--- src/rtl/mole_round_scheduler_if.sv ---
// Game-side signal bundle of the whack-a-mole round scheduler.
// The master side drives the player inputs; the slave is the scheduler.
interface mole_round_scheduler_if;
  logic        tick_i;
  logic        start_i;
  logic [1:0]  mode_i;
  logic [15:0] switches_i;
  logic [15:0] LEDs_o;
  logic        whack_o;
  logic [15:0] score_o;
  logic [7:0]  miss_o;
  logic [6:0]  time_left_o;
  logic [1:0]  state_o;

  modport master (
    output tick_i, start_i, mode_i, switches_i,
    input  LEDs_o, whack_o, score_o, miss_o, time_left_o, state_o
  );

  modport slave (
    input  tick_i, start_i, mode_i, switches_i,
    output LEDs_o, whack_o, score_o, miss_o, time_left_o, state_o
  );
endinterface

--- src/rtl/mole_round_scheduler.sv ---
// Round controller for whack-a-mole: phases, LFSR mole placement,
// mole lifetime/gap timing per difficulty, whack and miss scoring.
module mole_round_scheduler #(
  parameter int unsigned ROUND_SECS = 30,
  parameter logic [15:0] LFSR_SEED  = 16'hACE1
) (
  input logic clock_i,
  input logic reset_i,
  mole_round_scheduler_if.slave bus
);

  typedef enum logic [1:0] {IDLE = 2'b00, COUNTDOWN = 2'b01, PLAY = 2'b10, DONE = 2'b11} phase_t;
  typedef enum logic {GAP = 1'b0, UP = 1'b1} mole_t;

  localparam logic [6:0] ROUND_TL = 7'(ROUND_SECS);

  phase_t      phase_q, phase_d;
  mole_t       mole_q, mole_d;
  logic [15:0] lfsr_q, lfsr_d, prev_sw_q, leds_q, leds_d, score_q, score_d;
  logic [1:0]  mode_q, mode_d, quarter_q, quarter_d, gap_q, gap_d, gap_len;
  logic [7:0]  miss_q, miss_d;
  logic [6:0]  time_q, time_d;
  logic [3:0]  life_q, life_d, pos_q, pos_d, cand, life_len;
  logic        whack_q, whack_d, hit, round_wrap, final_tick;

  always_comb begin
    unique case (mode_q)
      2'b01:   begin life_len = 4'd8; gap_len = 2'd2; end
      2'b10:   begin life_len = 4'd4; gap_len = 2'd1; end
      default: begin life_len = 4'd2; gap_len = 2'd1; end
    endcase
  end

  always_ff @(posedge clock_i) begin
    if (reset_i) begin
      phase_q   <= IDLE;
      mole_q    <= GAP;
      lfsr_q    <= LFSR_SEED;
      prev_sw_q <= bus.switches_i;
      leds_q    <= '0;
      score_q   <= '0;
      miss_q    <= '0;
      time_q    <= '0;
      mode_q    <= 2'b00;
      quarter_q <= '0;
      life_q    <= '0;
      gap_q     <= '0;
      pos_q     <= '0;
      whack_q   <= 1'b0;
    end else begin
      phase_q   <= phase_d;
      mole_q    <= mole_d;
      lfsr_q    <= lfsr_d;
      prev_sw_q <= bus.switches_i;
      leds_q    <= leds_d;
      score_q   <= score_d;
      miss_q    <= miss_d;
      time_q    <= time_d;
      mode_q    <= mode_d;
      quarter_q <= quarter_d;
      life_q    <= life_d;
      gap_q     <= gap_d;
      pos_q     <= pos_d;
      whack_q   <= whack_d;
    end
  end

  // A whack beats an expiry on the same tick; the final round tick ends
  // the round without counting a miss for a mole still lit.
  always_comb begin
    phase_d    = phase_q;
    mole_d     = mole_q;
    lfsr_d     = {lfsr_q[14:0], lfsr_q[15] ^ lfsr_q[13] ^ lfsr_q[12] ^ lfsr_q[10]};
    leds_d     = leds_q;
    score_d    = score_q;
    miss_d     = miss_q;
    time_d     = time_q;
    mode_d     = mode_q;
    quarter_d  = quarter_q;
    life_d     = life_q;
    gap_d      = gap_q;
    pos_d      = pos_q;
    whack_d    = 1'b0;
    cand       = (lfsr_q[3:0] == pos_q) ? lfsr_q[3:0] + 4'd1 : lfsr_q[3:0];
    hit        = (mole_q == UP) && (bus.switches_i[pos_q] != prev_sw_q[pos_q]);
    round_wrap = bus.tick_i && (quarter_q == 2'd3);
    final_tick = round_wrap && (time_q == 7'd1);

    unique case (phase_q)
      IDLE: begin
        if (bus.start_i && (bus.mode_i != 2'b00)) begin
          mode_d    = bus.mode_i;
          score_d   = '0;
          miss_d    = '0;
          time_d    = 7'd3;
          quarter_d = '0;
          phase_d   = COUNTDOWN;
        end
      end
      DONE: begin
        if (bus.start_i) begin
          score_d   = '0;
          miss_d    = '0;
          time_d    = 7'd3;
          quarter_d = '0;
          phase_d   = COUNTDOWN;
        end
      end
      COUNTDOWN: begin
        if (bus.tick_i) quarter_d = quarter_q + 2'd1;
        if (round_wrap) begin
          if (time_q == 7'd1) begin
            time_d    = ROUND_TL;
            quarter_d = '0;
            phase_d   = PLAY;
            mole_d    = GAP;
            gap_d     = 2'd1;
          end else begin
            time_d = time_q - 7'd1;
          end
        end
      end
      PLAY: begin
        if (bus.tick_i) quarter_d = quarter_q + 2'd1;
        if (round_wrap && (time_q != 7'd0)) time_d = time_q - 7'd1;
        if (hit) begin
          score_d = (score_q == 16'd9999) ? score_q : score_q + 16'd1;
          whack_d = 1'b1;
          leds_d  = '0;
          mole_d  = GAP;
          gap_d   = gap_len;
        end
        if (final_tick) begin
          leds_d  = '0;
          phase_d = DONE;
        end else if (bus.tick_i && !hit) begin
          if (mole_q == GAP) begin
            if (gap_q <= 2'd1) begin
              pos_d  = cand;
              leds_d = 16'd1 << cand;
              life_d = life_len;
              mole_d = UP;
            end else begin
              gap_d = gap_q - 2'd1;
            end
          end else if (life_q <= 4'd1) begin
            miss_d = (miss_q == 8'd255) ? miss_q : miss_q + 8'd1;
            leds_d = '0;
            mole_d = GAP;
            gap_d  = gap_len;
          end else begin
            life_d = life_q - 4'd1;
          end
        end
      end
    endcase
  end

  assign bus.LEDs_o      = leds_q;
  assign bus.whack_o     = whack_q;
  assign bus.score_o     = score_q;
  assign bus.miss_o      = miss_q;
  assign bus.time_left_o = time_q;
  assign bus.state_o     = phase_q;

endmodule

--- src/flat_wrapper.sv ---
// flat-port wrapper written by rule: the top's interface ports become plain ports
module mole_round_scheduler_flat 
#(
  parameter int unsigned ROUND_SECS = 30,
  parameter logic [15:0] LFSR_SEED  = 16'hACE1
)
  (clock_i, reset_i, bus_tick_i, bus_start_i, bus_mode_i, bus_switches_i, bus_LEDs_o, bus_whack_o, bus_score_o, bus_miss_o, bus_time_left_o, bus_state_o);
  mole_round_scheduler_if bus_i ();
  input logic clock_i;
  input logic reset_i;
  input wire logic [$bits(bus_i.tick_i)-1:0] bus_tick_i;
  input wire logic [$bits(bus_i.start_i)-1:0] bus_start_i;
  input wire logic [$bits(bus_i.mode_i)-1:0] bus_mode_i;
  input wire logic [$bits(bus_i.switches_i)-1:0] bus_switches_i;
  output wire logic [$bits(bus_i.LEDs_o)-1:0] bus_LEDs_o;
  output wire logic [$bits(bus_i.whack_o)-1:0] bus_whack_o;
  output wire logic [$bits(bus_i.score_o)-1:0] bus_score_o;
  output wire logic [$bits(bus_i.miss_o)-1:0] bus_miss_o;
  output wire logic [$bits(bus_i.time_left_o)-1:0] bus_time_left_o;
  output wire logic [$bits(bus_i.state_o)-1:0] bus_state_o;
  assign bus_i.tick_i = bus_tick_i;
  assign bus_i.start_i = bus_start_i;
  assign bus_i.mode_i = bus_mode_i;
  assign bus_i.switches_i = bus_switches_i;
  assign bus_LEDs_o = bus_i.LEDs_o;
  assign bus_whack_o = bus_i.whack_o;
  assign bus_score_o = bus_i.score_o;
  assign bus_miss_o = bus_i.miss_o;
  assign bus_time_left_o = bus_i.time_left_o;
  assign bus_state_o = bus_i.state_o;
  mole_round_scheduler #(.ROUND_SECS(ROUND_SECS), .LFSR_SEED(LFSR_SEED)) u_core (.clock_i(clock_i), .reset_i(reset_i), .bus(bus_i));
endmodule
--- config.mk ---
export PLATFORM = sky130hd
export DESIGN_NAME = mole_round_scheduler_flat
export DESIGN_NICKNAME = d
export VERILOG_FILES = /design/src/rtl/mole_round_scheduler_if.sv /design/src/rtl/mole_round_scheduler.sv /design/src/flat_wrapper.sv
export SDC_FILE = /design/constraint.sdc
export NUM_CORES = 1
export LEC_CHECK = 0
export ABC_AREA = 1
export CAP_MARGIN = 20
export CORE_UTILIZATION = 40
export DETAILED_ROUTE_END_ITERATION = 7
export SLEW_MARGIN = 15
export SYNTH_ARGS = -nofsm -noshare
export SYNTH_HDL_FRONTEND = slang
export SYNTH_SLANG_ARGS = --single-unit
--- constraint.sdc ---
create_clock -name clock_i -period 2.66 [get_ports clock_i]
set_clock_uncertainty 0.2 [all_clocks]
set_input_delay 0.266 -clock clock_i [delete_from_list [all_inputs] [get_ports clock_i]]
set_output_delay 0.266 -clock clock_i [all_outputs]
set_load 0.03 [all_outputs]
==> impl.org <==
** Critical path
- Classification of the worst setup path :: reg -> reg
- Dominant cell type by count on the critical path :: nand2_1
- Required time of the critical path :: 2700 ps
- Worst setup path end :: u_core.life_q[0]
- At the worst endpoint, the arrival time is 2430 ps.
- Buffers & Inverters on Critical Path :: 1
- Start point of the critical path :: u_core.pos_q[0]
- Largest stage delay on the critical path :: 420 ps
- The worst setup path is launched from a flip-flop.
- R2R setup slack :: 280 ps
- Walking the worst path, the cells encountered are buf_6 -> nand2_1 -> o21ai_0 -> nand2_1 -> nand3_1 -> nand3_1 -> nand2_1 -> nand2_1 -> nand3_4 -> nand3_1 -> nor2_1 -> nand2_1 -> a21oi_1 -> nor2_1.
- The kind of cell with the highest combined delay along the critical path is simple AND/OR/NAND/NOR gates.
- For the worst flop-to-flop path, the logic depth is 14.
- Maximum fanout count along the critical path :: 18
- The worst setup path is captured at a flip-flop.
- The worst register-to-register path ends at u_core.life_q[0].
- Max stage delay cell, worst path :: dfxtp_1
- Startpoint of the most critical register-to-register path :: u_core.pos_q[0]
- In this run the number of cells on the critical path is 14.

** Layout
- The sequential cells in the finished layout cover a total of 1940 sq um.
- In the final layout, the share of cells above drive strength 1 is 6.77%.
- Cells fill 50.4% of the core in the end.
- In the final layout, the multi-input gates occupy 2740 sq um.
- Post-synthesis to final-layout area growth :: 23.0%
- Total of fill cells in the finished design :: 1246
- The number of antenna diodes in the final layout is 0.
- The final layout contains 875 nets.

** Logic synthesis
- Cell types with the largest area share after synthesis :: dfxtp_1 (38%), nand2_1 (15%), a21oi_1 (6.6%), inv_1 (6.0%), nor2_1 (5.7%)
- Fraction of registers with async set or reset after synthesis :: 0%
- Cell area after technology mapping :: 5140 sq um
- The number of nets handed over by synthesis was 802.
- After synthesis, the largest area contributor takes up 37.7% of total cell area.
- The synthesized netlist devotes 31.6% of its cell area to simple gates.
- The synthesized netlist devotes 13.6% of its cell area to compound gates.
- Average size of a mapped cell :: 6.73 sq um
- Cell count after synthesis :: 764
- Main combinational cell family by area after synthesis :: simple AND/OR/NAND/NOR gates
- Synth area leader :: dfxtp_1
- Post-synthesis register bit count :: 97
- Number of warnings reported in the yosys synthesis log :: 0
- Count of flip-flops with a built-in enable after synthesis :: 0
- Yosys mapped the design onto 38 distinct sky130hd cell types.
- Among all flip-flop cells after synthesis, the most frequent one is dfxtp_1.
- Share of the yosys chip area belonging to registers :: 37.7%
- In the synthesized netlist, mux cells make up 0% of the area.
- Of the total synthesized cell area, the portion taken by XOR and XNOR cells is 4.09%.
- Adder-cell share of the synthesized area :: 3.89%

** Clock network
- Depth of the CTS H-tree :: 3
- Maximum buffer depth of the clock tree :: 2
- Clock-pin slew was measured on the worst setup and hold paths at 70 ps.
- Hold repair after CTS inserted 0 buffers.
- Root cell of the clock tree :: clkbuf_16
- Clock tree synthesis inserted a total of 9 buffers.
- Insertion delay of the later-clocked pin in the worst-skew pair :: 350 ps
- CTS sink count :: 97
- TritonCTS built the clock tree.

** Routing
- The detailed router placed 4974 vias in this run.
- Met3 Routed Length :: 604 um
- Detailed-route wire length per cell :: 12.6 um
- DR pass1 iterations :: 7
- The final layout contains routed wiring with a total length of 12.8 mm.
- Met2 routed WL :: 6.00 mm
- The first routing iteration left 336 violations.
- After detailed routing, the wire length on met1 is 5.95 mm.
- Topmost layer with routed signal wires :: met4
- Ratio of routed vias to standard cells :: 4.91
- ANT nets after route :: 0
- Residual DRC count :: 0

** Power
- P_leak :: 0.00260 uW
- Power spread over the standard cell area amounts to 820 nW/um^2.
- The design draws 5190 uW.
- The worst-case IR drop observed on VDD is 0.000503 V.

** Global route
- Final global-route overflow total :: 0
- Global-route wire length before repair :: 22.0 mm
- Entering global routing, the biggest net connects 35 pins.
- The number of antenna violations at the first check in global routing came to 0.
- Via count of the first global-routing pass :: 4807
- Gr usage total :: 20.6%

** Run
- MaxCap Viol Count :: 0

** Floorplanning
- Once the floorplan was initialized, standard cells occupied 40.9% of the core.
- In this run the count of I/O pins placed on the die edge is 72.
- In this run the vertical extent of the chip is 115 um.
- Width of the die :: 115 um
- Count of standard-cell rows :: 41
- The die covers 13300 sq um.
- Core Box Area :: 12600 sq um

** STA
- In the final timing run, aggregate negative setup slack is 0 ps.
- The final max-slew violation count is 0.
- Transition time at the pin with the least slew margin :: 573 ps
- Setup violations remaining at the end of the flow were counted as 0.
- Time the final worst path needs with I/O delays and setup :: 2380 ps
- RSZ-0062 raised after global routing :: false
- Measured against its own limit, the worst slew margin works out to 61.8%.
- Of the available clock period, the critical path in the final layout requires 89.7%.
- The number of hold violations in the final report was 0.
- Worst hold slack across all endpoints :: 38.5 ps
- Based on the critical path, the design can be clocked at up to 419 MHz.

** Outcome
- The flow ran to the end, and the final reports show no timing, DRC or antenna violations.

** Hold path
- Along the worst hold path, the cell count comes to 2.
- The path class of the tightest hold or removal check is in -> reg.

** Placement
- Final weighted congestion in routability-driven placement :: 0.880
- After legalization and detailed placement, the total HPWL measured 9.40 mm.
- Buffers added on ports :: 71
==> kinds of logic (layout without fill, tap and decap cells) <==
family / count (synthesis) / count (layout)
AND/OR/NAND/NOR: 379 / 379
AO/OA/AOI/OAI: 132 / 132
buffers and inverters: 116 / 194
flip-flops: 97 / 97
XOR/XNOR: 24 / 24
adder cells (fa/ha/maj): 16 / 16
==> per-stage QoR <==
step | std cells | instance area [sq um] | setup WS [ps]
6_report | 1014 | 6330 | 275
5_1_grt | 1014 | 6330 | 14.4
4_1_cts | 1014 | 6320 | 239
3_5_place_dp | 998 | 6060 | 104
3_3_place_gp | 998 | 6060 | 174
2_1_floorplan | 764 | 5140 | 335
==> registers in the layout, summed over array words and instances (netlist names), 2 cells and up <==
name,flops
u_core.gap_q,2
u_core.prev_sw_q,16
u_core.mode_q,2
u_core.bus.time_left_o,7
u_core.bus.LEDs_o,16
u_core.bus.state_o,2
u_core.bus.miss_o,8
u_core.lfsr_q,16
u_core.quarter_q,2
u_core.bus.score_o,16
u_core.life_q,4
u_core.pos_q,4
==> area by class of cell <==
cell class              count  share of cell area, %
multi-input cells         551                   43.2
flip-flops and latches     97                   30.7
repair buffers             86                   13.0
inverters                  92                   5.46
clock buffers              11                   3.68
well taps                 172                   3.40
clock inverters             5                  0.514
==> Yosys cell counts, types with 5 or more instances <==
master    number
xor2_1        17
a21oi_1       68
inv_2          8
o21ai_1        5
or2_2          7
o21ai_0       44
xnor2_1        7
clkbuf_1      11
ha_1          16
nand4_1        8
dfxtp_1       97
nand2_1      200
nor2_1        78
inv_1         82
nor3_1        12
buf_2          7
nand3_1       57
==> repair_timing <==
item / CTS / global route
setup endpoints to repair: 0 / 8
setup buffers: 0 / 0
gates resized for setup: 0 / 3
==> worst min-delay path by stage <==
stage	from	slack, ps	end
6_report	reset_i	40	u_core.bus.miss_o[7]
3_3_place_gp	u_core.lfsr_q[11]	190	u_core.lfsr_q[12]
3_5_place_dp	u_core.lfsr_q[14]	200	u_core.lfsr_q[15]
5_1_grt	reset_i	50	u_core.bus.miss_o[6]
4_1_cts	reset_i	30	u_core.bus.miss_o[6]
2_1_floorplan	bus_switches_i[0]	90	u_core.prev_sw_q[0]
==> routing by layer <==
metal	global-route usage, %	up-vias
li1	-	2603
met1	25.8	2230
met2	35.2	121
met3	4.24	20
met4	7.36	0
met5	0	-
==> report_power, final <==
group	internal [uW]	switching (uW)	total [uW]	leakage, uW
logic	755	1440	2200	0.00169
clock network	631	567	1200	0.000122
registers	1630	162	1790	0.000796
==> layout by cell type, fill, tap and decap left out, types with 3 or more instances in the layout <==
cell | Yosys | final
ha_1 | 16 | 16
a211oi_1 | 4 | 4
o21ai_0 | 44 | 44
xnor2_1 | 7 | 7
dfxtp_1 | 97 | 97
clkdlybuf4s50_1 | 0 | 70
inv_1 | 82 | 81
nand2_4 | 3 | 3
or2_2 | 7 | 7
nor2_2 | 4 | 4
nand2_1 | 200 | 200
inv_2 | 8 | 9
nor4_1 | 4 | 4
buf_4 | 4 | 13
nand4_1 | 8 | 8
a21oi_1 | 68 | 68
nand3_1 | 57 | 57
o21ai_1 | 5 | 5
clkbuf_16 | 0 | 9
a21boi_0 | 3 | 3
nor3_1 | 12 | 12
clkinvlp_4 | 0 | 3
nor2_1 | 78 | 78
xor2_1 | 17 | 17
Note: power is estimated with default switching activity, not from simulation.
